File: src/rtl/fir_seq_pkg.sv
// Shared definitions for the FIR frame sequencer.
//  - seq_state_t : sequencer FSM states
//  - DEF_*       : default datapath / frame geometry
//  - out_count() : number of framed outputs per frame for a given build
package fir_seq_pkg;

  typedef enum logic [2:0] {
    IDLE  = 3'd0,
    PRIME = 3'd1,
    RUN   = 3'd2,
    FLUSH = 3'd3,
    DONE  = 3'd4
  } seq_state_t;

  localparam int DEF_DATA_W    = 16;
  localparam int DEF_TAPS      = 32;
  localparam int DEF_FRAME_LEN = 256;

  // With the zero tail every accepted sample yields one output; without it
  // the first TAPS-1 accepts are swallowed by the FIR warm-up.
  function automatic int out_count(input bit flush_en, input int frame_len,
                                   input int taps);
    return flush_en ? frame_len : frame_len - (taps - 1);
  endfunction

endpackage

File: src/rtl/fir_seq_ctr.sv
// Clearable, enabled up-counter with terminal-count flag.
//  clk, rst : clock, synchronous active-high reset
//  clr      : synchronous clear (dominates en)
//  en       : count one event
//  cnt      : current count
//  tc       : high while cnt == TERM_CNT-1, so (en & tc) marks the
//             TERM_CNT-th event
module fir_seq_ctr
  import fir_seq_pkg::*;
#(
  parameter int CNT_W    = 8,
  parameter int TERM_CNT = 1
) (
  input  logic             clk,
  input  logic             rst,
  input  logic             clr,
  input  logic             en,
  output logic [CNT_W-1:0] cnt,
  output logic             tc
);

  localparam logic [CNT_W-1:0] LAST = CNT_W'(TERM_CNT - 1);

  always_ff @(posedge clk) begin
    if (rst || clr) begin
      cnt <= '0;
    end else if (en) begin
      cnt <= cnt + 1'b1;
    end
  end

  assign tc = (cnt == LAST);

endmodule

File: src/rtl/fir_frame_sequencer.sv
// FIR frame sequencer: re-primes a TAPS-tap FIR at every frame start, feeds
// it FRAME_LEN accepted samples, hides warm-up outputs and delivers a framed
// (SOF/EOF), backpressured stream to the FFT stage.
//
// Build option: define FIR_SEQ_FLUSH_EN to append TAPS-1 zero samples after
// the frame (FLUSH state), giving FRAME_LEN outputs with EOF on the last zero.
// Without it the frame ends on the last accepted input with
// FRAME_LEN-(TAPS-1) outputs.
//
// Ports
//  clk, rst        clock, synchronous active-high reset
//  start, abort    frame start (IDLE only) / drop frame (wins over start)
//  busy            high outside IDLE
//  frame_done      one-cycle pulse after the last output of a frame
//  in_valid/in_ready/in_data         upstream sample port
//  fir_rst, fir_data_valid, fir_data drive the FIR
//  fir_valid, fir_d                  FIR warm-up complete / FIR result
//  out_valid/out_ready/out_data      framed output port
//  out_sof, out_eof                  first/last output, qualified by out_valid
module fir_frame_sequencer
  import fir_seq_pkg::*;
#(
  parameter int DATA_W    = DEF_DATA_W,
  parameter int TAPS      = DEF_TAPS,
  parameter int FRAME_LEN = DEF_FRAME_LEN,
  parameter int CNT_W     = $clog2(FRAME_LEN + 1)
) (
  input  logic                     clk,
  input  logic                     rst,
  input  logic                     start,
  input  logic                     abort,
  output logic                     busy,
  output logic                     frame_done,
  input  logic                     in_valid,
  output logic                     in_ready,
  input  logic signed [DATA_W-1:0] in_data,
  output logic                     fir_rst,
  output logic                     fir_data_valid,
  output logic signed [DATA_W-1:0] fir_data,
  input  logic                     fir_valid,
  input  logic signed [DATA_W-1:0] fir_d,
  output logic                     out_valid,
  input  logic                     out_ready,
  output logic signed [DATA_W-1:0] out_data,
  output logic                     out_sof,
  output logic                     out_eof
);

`ifdef FIR_SEQ_FLUSH_EN
  localparam bit FLUSH_EN = 1'b1;
`else
  localparam bit FLUSH_EN = 1'b0;
`endif
  localparam int OUT_N = out_count(FLUSH_EN, FRAME_LEN, TAPS);

  seq_state_t       state_q;
  logic             accept;
  logic             flush_pulse;
  logic             ctr_clr;
  logic [CNT_W-1:0] in_cnt;
  logic [CNT_W-1:0] out_cnt;
  logic             in_tc;
  logic             out_tc;

  // Once the FIR is warm, a sample may enter only if its result can leave
  // in the same cycle; during warm-up nothing comes out, so ignore out_ready.
  assign in_ready = (state_q == RUN) && (out_ready || !fir_valid);
  assign accept   = in_valid && in_ready;

  // Counters restart in IDLE and on abort so every frame begins from zero.
  assign ctr_clr = abort || (state_q == IDLE);

`ifdef FIR_SEQ_FLUSH_EN
  logic [CNT_W-1:0] flush_cnt;
  logic             flush_tc;
  logic             unused_cnt_bits;

  // Zero pulses are only issued when the downstream can take the result.
  assign flush_pulse = (state_q == FLUSH) && out_ready;

  fir_seq_ctr #(.CNT_W(CNT_W), .TERM_CNT(TAPS - 1)) u_flush_cnt (
    .clk (clk),
    .rst (rst),
    .clr (ctr_clr),
    .en  (flush_pulse),
    .cnt (flush_cnt),
    .tc  (flush_tc)
  );

  assign unused_cnt_bits = ^{in_cnt, flush_cnt};
`else
  logic unused_cnt_bits;

  assign flush_pulse     = 1'b0;
  assign unused_cnt_bits = ^in_cnt;
`endif

  fir_seq_ctr #(.CNT_W(CNT_W), .TERM_CNT(FRAME_LEN)) u_in_cnt (
    .clk (clk),
    .rst (rst),
    .clr (ctr_clr),
    .en  (accept),
    .cnt (in_cnt),
    .tc  (in_tc)
  );

  fir_seq_ctr #(.CNT_W(CNT_W), .TERM_CNT(OUT_N)) u_out_cnt (
    .clk (clk),
    .rst (rst),
    .clr (ctr_clr),
    .en  (out_valid),
    .cnt (out_cnt),
    .tc  (out_tc)
  );

  // Datapath towards the FIR is zero latency: the FIR result for this
  // sample appears on fir_d in the same cycle.
  assign fir_data_valid = accept || flush_pulse;
  assign fir_data       = (state_q == RUN) ? in_data : '0;
  assign fir_rst        = rst || (state_q == PRIME);

  assign out_valid = fir_data_valid && fir_valid;
  assign out_data  = fir_d;
  assign out_sof   = out_valid && (out_cnt == '0);
  assign out_eof   = out_valid && out_tc;

  assign busy       = (state_q != IDLE);
  assign frame_done = (state_q == DONE);

  always_ff @(posedge clk) begin
    if (rst) begin
      state_q <= IDLE;
    end else if (abort) begin
      state_q <= IDLE;
    end else begin
      case (state_q)
        IDLE:  if (start) state_q <= PRIME;
        PRIME: state_q <= RUN;
        RUN:   if (accept && in_tc) state_q <= FLUSH_EN ? FLUSH : DONE;
`ifdef FIR_SEQ_FLUSH_EN
        FLUSH: if (flush_pulse && flush_tc) state_q <= DONE;
`endif
        DONE:  state_q <= IDLE;
        default: state_q <= IDLE;
      endcase
    end
  end

endmodule

File: config.mk
export PLATFORM = sky130hd
export DESIGN_NAME = fir_frame_sequencer
export DESIGN_NICKNAME = d
export VERILOG_FILES = /design/src/rtl/fir_seq_pkg.sv /design/src/rtl/fir_seq_ctr.sv /design/src/rtl/fir_frame_sequencer.sv
export SDC_FILE = /design/constraint.sdc
export NUM_CORES = 1
export LEC_CHECK = 0
export ABC_AREA = 1
export BUFFER_PORTS_ARGS = -buffer_cell sky130_fd_sc_hd__buf_4
export CAP_MARGIN = 20
export CORE_MARGIN = 2
export CORE_UTILIZATION = 40
export DETAILED_ROUTE_END_ITERATION = 8
export PLACE_DENSITY = 0.75
export SLEW_MARGIN = 10
export SYNTH_ARGS = -nofsm -noshare
export SYNTH_HDL_FRONTEND = slang
export SYNTH_SLANG_ARGS = --single-unit
export TNS_END_PERCENT = 10
File: constraint.sdc
create_clock -name clk -period 1.4 [get_ports clk]
set_input_delay 0.28 -clock clk [delete_from_list [all_inputs] [get_ports clk]]
set_output_delay 0.28 -clock clk [all_outputs]
set_load 0.005 [all_outputs]
==> results of run 1 <==
-- how the worst min path moves through the flow --
stage,from,endpoint,slack (ps),cells after the start
floorplan,start,state_q[0],420,2
global placement,u_in_cnt.cnt[8],u_in_cnt.cnt[8],460,2
detailed placement,u_in_cnt.cnt[8],u_in_cnt.cnt[8],460,2
CTS,start,state_q[0],240,3
finish,start,state_q[0],250,3
global route,start,state_q[0],260,3
-- layout make-up --
class / count / area, um^2
timing repair buffer: 72 / 553
fill: 350 / 1560
sequential: 21 / 428
inverter: 40 / 150
multi-input combinational: 152 / 810
clock buffer: 4 / 45.0
tap: 48 / 60.1
-- repair_timing --
item / 4_1_cts / 5_1_grt
hold endpoints to repair: 0 / 0
gates resized for setup: 14 / 5
buffers inserted: 4 / 0
endpoints found under the setup margin: 21 / 28
pin swaps: 1 / 0
-- critical path, delay by kind of cell (launching register included) --
family | cells | cell delay, ps
flops | 1 | 350
simple gates | 4 | 420
buf+inv | 2 | 200
-- stage by stage --
stage | TNS (ps) | area, um^2 | total power [W] | worst slack, ps
floorplan | 0 | 1480 | 0.000692 | 38.1
global placement | 0 | 1910 | 0.000736 | 62.6
detailed placement | 0 | 1910 | 0.000737 | 34.3
CTS | -1430 | 2030 | 0.00115 | -105
global route | -3200 | 2050 | 0.00118 | -216
finish | -1150 | 2050 | 0.00114 | -111
-- synth_stat cells (all sizes together) --
library cell	instances	area, um^2
a31oi	1	6.26
nand3b	2	15.0
nor3	4	20.0
inv	39	146
nor2	37	159
o21ai	4	23.8
ha	4	50.1
nand2	61	229
nand3	12	72.6
buf	20	148
nand4	4	40.0
xor2	4	35.0
a21oi	17	88.8
clkinv	1	3.75
xnor2	2	17.5
dfxtp	21	420
-- cell families (layout without fill, tap and decap cells) --
| kind of cell | after synthesis | in the layout | share of synthesized area |
|---|---|---|---|
| AND/OR/NAND/NOR | 120 | 120 | 0.363 |
| buffers and inverters | 60 | 116 | 0.202 |
| flip-flops | 21 | 21 | 0.285 |
| XOR/XNOR | 6 | 6 | 0.0356 |
| adder cells (fa/ha/maj) | 4 | 4 | 0.0339 |
| AO/OA/AOI/OAI | 22 | 22 | 0.0806 |
-- report_power, final --
| part | switching, W | internal (W) |
|---|---|---|
| sequential | 0.00000260 | 0.000597 |
| combinational | 0.0000522 | 0.0000739 |
| clock | 0.000208 | 0.000203 |
-- per-layer routing --
metal  routed length (um)  vias to the layer above  track usage  part of all wire
li1                     -                      806            -                 -
met1                 1450                      655        0.189              0.43
met2                 1600                       55        0.311              0.47
met3                  265                        5       0.0313             0.078
met4                   79                        0       0.0878             0.023
met5                    0                        -            0                 0
-- registers in the layout, indices dropped and copies added, names as in the netlist --
register       cells
state_q            3
u_in_cnt.cnt       9
u_out_cnt.cnt      9
==> results.json, run 1 <==
{
  "status": "finished, violations left",
  "violations": "setup timing",
  "syn_nets": 276,
  "cts.sinks": 21,
  "antenna_found_initial": 0,
  "finalSetupViolations": 21,
  "tightest_slew_ps": 249,
  "slew_viol_final": 0,
  "grt_max_degree": 18,
  "dr.pass1.iters": 4,
  "worst_r2r_path_depth": 8,
  "hold_viol_final": 0,
  "num_antenna_cells": 0,
  "crit_path_end_kind": "output pin",
  "yosysUniqueCellTypes": 26,
  "drcViolationCount": 0,
  "seq_area_frac_synth": 0.285,
  "critPathLaunchType": "flop",
  "die_area_um2": 4190,
  "worstSetupEndpoint": "out_sof",
  "postCtsHoldBufs": 0,
  "max-vdd-ir-drop_v": 0.000295,
  "rsz0062_at_grt": "yes",
  "worstPathArrival_ps": 1230,
  "yosys_warnings": 0,
  "finalCritPeriodShare": 1.08,
  "drive_gt1_frac": 0.349,
  "wirelength_mm": 3.40,
  "fmax_mhz": 662,
  "cts-root-buf": "clkbuf_8",
  "critPathSlowestCell": "dfxtp_2",
  "synth_cells": 233,
  "place_inst": 329,
  "globalplace.congestion": 0.842,
  "final_cell_mix": "buf_4 (71), nand2_1 (61), inv_1 (34)",
  "cp-startpoint": "state_q[0]",
  "p_leak_nw": 0.987,
  "worstPathCellList": "inv_2 > nand3_4 > nor2_4 > nand3_4 > nor3_2 > buf_4",
  "cp_slowest_stage_delay_ps": 350,
  "slew_headroom": 0.833,
  "setup_ws_ps": -111,
  "port_buffers": 46,
  "cpMostUsedCell": "nand3_4",
  "maxCapViolations": 0,
  "htreeDepth": 1,
  "fin_nets": 333,
  "syn_area_per_cell_um2": 6.33,
  "vias_per_cell": 4.51,
  "r2r-end": "state_q[0]",
  "dp_hpwl_mm": 2.67,
  "core-area_um2": 3610,
  "vias": 1521,
  "crit_fanout": 4,
  "rows": 22,
  "layout_min_cycle_time_ps": 1510,
  "required_ps": 1120,
  "clk_latency_ps": 270,
  "cts_buffers": 3,
  "area_growth_pct": 38.7,
  "whs_ps": 248,
  "worstSetupPathType": "reg -> out",
  "finClkSkew_ps": 1.99,
  "drt_iter0_markers": 39,
  "clockBufferDepth": 2,
  "post-route-util": 0.567,
  "grt_pass1_wl_mm": 5.73,
  "grt_overflow_total": 0,
  "reg2reg_slack_ps": 60,
  "r2r-start": "u_in_cnt.cnt[0]",
  "power.density_nw_per_um2": 556,
  "final_common_cell": "buf_4",
  "clkSlewWorstSetupHoldPaths_ps": 80,
  "grt_pass1_vias": 1420,
  "die_w_um": 64.7,
  "netlist_area_um2": 1480,
  "cts_tree": "built",
  "hold_path.class": "in -> reg",
  "synth-seq-cells": 21,
  "track_usage": 0.171,
  "io_pins": 79,
  "finalNonFillerCells": 337,
  "die_y_um": 64.7,
  "ant_nets": 0,
  "routed_wire_length_per_instance_um": 10.1,
  "start_util": 0.409
}
Note: power is estimated with default switching activity, not from simulation.
==> run 2: changes to the inputs <==
ABC_AREA = 0   (was 1)
CORE_UTILIZATION = 39   (was 40)
PLACE_DENSITY = 0.76   (was 0.75)
==> run 2 against run 1 <==
Net effect: wire length about the same; combinational power is essentially flat; core utilization is 7.1 points higher; setup slack got worse by 320 ps; final cell count down 21%; synthesized cell count is 32% lower; design area is 3.2% lower; sequential cell count unchanged; non-clock buffer count up 7; via count decreased by 15%; critical path depth shrank 1; the run still ends with setup timing left; power shrank 9.4%.
==> results.json, run 2 <==
{
  "dp_hpwl_mm": 2.35,
  "rows": 20,
  "p_leak_nw": 0.833,
  "synth-seq-cells": 21,
  "hold_path.class": "in -> reg",
  "hold_end": "state_q[2]",
  "track_usage": 0.186,
  "netlist_area_um2": 1300,
  "finalSetupViolations": 34,
  "clk_latency_ps": 320,
  "routed_wire_length_per_instance_um": 12.8,
  "crit_path_end_kind": "output pin",
  "grt_overflow_total": 0,
  "htreeDepth": 1,
  "top_regs": "u_in_cnt.cnt x9, u_out_cnt.cnt x9, state_q x3",
  "finalSetupTns_ps": -8350,
  "antenna_found_initial": 0,
  "fin_nets": 265,
  "synth_cells": 158,
  "drt_iter0_markers": 11,
  "grt_pass1_wl_mm": 5.30,
  "io_pins": 79,
  "yosysUniqueCellTypes": 36,
  "port_buffers": 46,
  "finClkSkew_ps": 14.4,
  "synthFlopType": "dfxtp_1",
  "syn_area_per_cell_um2": 8.24,
  "worstPathArrival_ps": 1550,
  "power.density_nw_per_um2": 520,
  "whs_ps": 123,
  "core-area_um2": 3100,
  "cts_buffers": 3,
  "vias": 1299,
  "clockBufferDepth": 2,
  "reg2reg_slack_ps": -150,
  "max-vdd-ir-drop_v": 0.000382,
  "place_ws_ps": -119,
  "die_area_um2": 3820,
  "seq_area_frac_synth": 0.323,
  "grt_max_degree": 19,
  "critPathLaunchType": "flop",
  "yosysTopAreaCell": "dfxtp_1",
  "syn_nets": 201,
  "cts_tree": "built",
  "worst_r2r_path_depth": 7,
  "tightest_slew_ps": 337,
  "slew_headroom": 0.775,
  "globalplace.congestion": 0.827,
  "cts.sinks": 21,
  "synth_top_area_share": 0.323,
  "synth_area_leaders": "dfxtp_1 (32%), buf_4 (9.2%), and2_1 (8.6%), nor2_1 (5.2%), xnor2_1 (4.7%)",
  "status": "finished, violations left",
  "finalNonFillerCells": 265,
  "die_y_um": 61.8,
  "vias_per_cell": 4.90,
  "maxCapViolations": 0,
  "die_w_um": 61.8,
  "fill_cells": 280,
  "slew_viol_final": 0,
  "worstHoldPathCells": 2,
  "wirelength_mm": 3.40,
  "crit_fanout": 4,
  "violations": "setup timing",
  "start_util": 0.420,
  "cts-root-buf": "clkbuf_4",
  "synth_most_common_cell": "dfxtp_1",
  "place_inst": 254,
  "r2r-end": "u_out_cnt.cnt[8]",
  "ys_async_sr_fraction": 0,
  "postCtsHoldBufs": 0,
  "drcViolationCount": 0,
  "drive_gt1_frac": 0.525,
  "synth_common_cells": "dfxtp_1 (21), and2_1 (18), nor2_1 (18)",
  "ant_nets": 0,
  "grt_pass1_vias": 1227,
  "final_cell_mix": "buf_4 (69), nor2_1 (18), and2_1 (14)",
  "fmax_mhz": 546,
  "area_growth_pct": 52.1,
  "dr.pass1.iters": 4,
  "setup_ws_ps": -431,
  "final_common_cell": "buf_4",
  "clkSlewWorstSetupHoldPaths_ps": 130,
  "r2r-start": "state_q[1]",
  "layout_min_cycle_time_ps": 1830,
  "rsz0062_at_grt": "yes",
  "post-route-util": 0.638,
  "finalCritPeriodShare": 1.31,
  "hold_start": "abort",
  "required_ps": 1120,
  "num_antenna_cells": 0,
  "yosys_warnings": 0,
  "worstSetupPathType": "reg -> out",
  "hold_viol_final": 0,
  "synth_enable_flop_cells": 0
}
-- run 2: changes by cell type in the layout (fill, tap and decap cells not counted), sizes merged, moves of 3 or more --
| cell | before | now |
|---|---|---|
| nand3 | 12 | 9 |
| a21oi | 17 | 6 |
| nand2 | 61 | 8 |
| xnor2 | 2 | 7 |
| and3 | 0 | 4 |
| buf | 72 | 79 |
| and2 | 0 | 18 |
| nor2 | 37 | 19 |
| inv | 40 | 5 |
| or3 | 0 | 3 |
| nor4 | 0 | 5 |
-- run 2: per-stage QoR --
stage / total power [W] / instance area (um^2)
final: 0.00103 / 1980
after floorplan: 0.000687 / 1320
after detailed placement: 0.000730 / 1780
after global placement: 0.000729 / 1780
after CTS: 0.00103 / 1920
after global routing: 0.00108 / 1980
-- run 2: layer usage --
| layer | vias up | wire length [um] | track usage |
|---|---|---|---|
| met2 | 36 | 1790 | 0.334 |
| met4 | 0 | 40 | 0.0578 |
| met3 | 6 | 189 | 0.0538 |
| met5 | - | 0 | 0 |
| met1 | 608 | 1380 | 0.212 |
| li1 | 649 | - | - |
-- run 2: cell families after synthesis --
logic type / share of synthesized area
compound gates: 0.0548
simple gates: 0.382
buf+inv: 0.121
fa+ha+maj: 0.0384
flops: 0.323
xor+xnor: 0.0807
-- run 2: how the worst max path moves through the flow --
stage | startpoint | end | slack [ps] | cells past startpoint
6_report | state_q[0] | out_sof | -430 | 5
4_1_cts | state_q[0] | out_sof | -420 | 5
3_5_place_dp | state_q[2] | out_sof | -120 | 5
2_1_floorplan | state_q[2] | out_sof | -40 | 4
3_3_place_gp | state_q[2] | out_sof | -90 | 5
5_1_grt | state_q[0] | out_sof | -520 | 5
-- run 2: repair_timing --
item                                   CTS  global route
endpoints found under the hold margin    0             0
cloned                                   0             1
setup buffers                            5             1
pin swaps                                7             4
resized for setup                       21            16
setup endpoints to repair               30            44
-- run 2: area by class of cell --
class                      instances  area, um^2  area share
multi-input combinational        112         812       0.410
timing repair buffer              79         633       0.320
sequential                        21         434       0.219
tap                               44        55.1      0.0278
clock buffer                       3        22.5      0.0114
inverter                           5        18.8     0.00948
clock inverter                     1        5.00     0.00253
-- run 2: where the power goes --
| group | internal, W | leakage, nW | total (W) | switching (W) |
|---|---|---|---|---|
| combinational | 0.0000783 | 0.642 | 0.000126 | 0.0000476 |
| clock | 0.000107 | 0.0177 | 0.000305 | 0.000198 |
| sequential | 0.000597 | 0.174 | 0.000600 | 0.00000232 |
| total | 0.000783 | 0.833 | 0.00103 | 0.000247 |
-- run 2: critical path: stages, from the launching register on --
cell and delay, ps:
dfxtp_2 370, or3b_4 420, nor2_4 100, nand2_1 70, nor4_2 130, buf_4 150
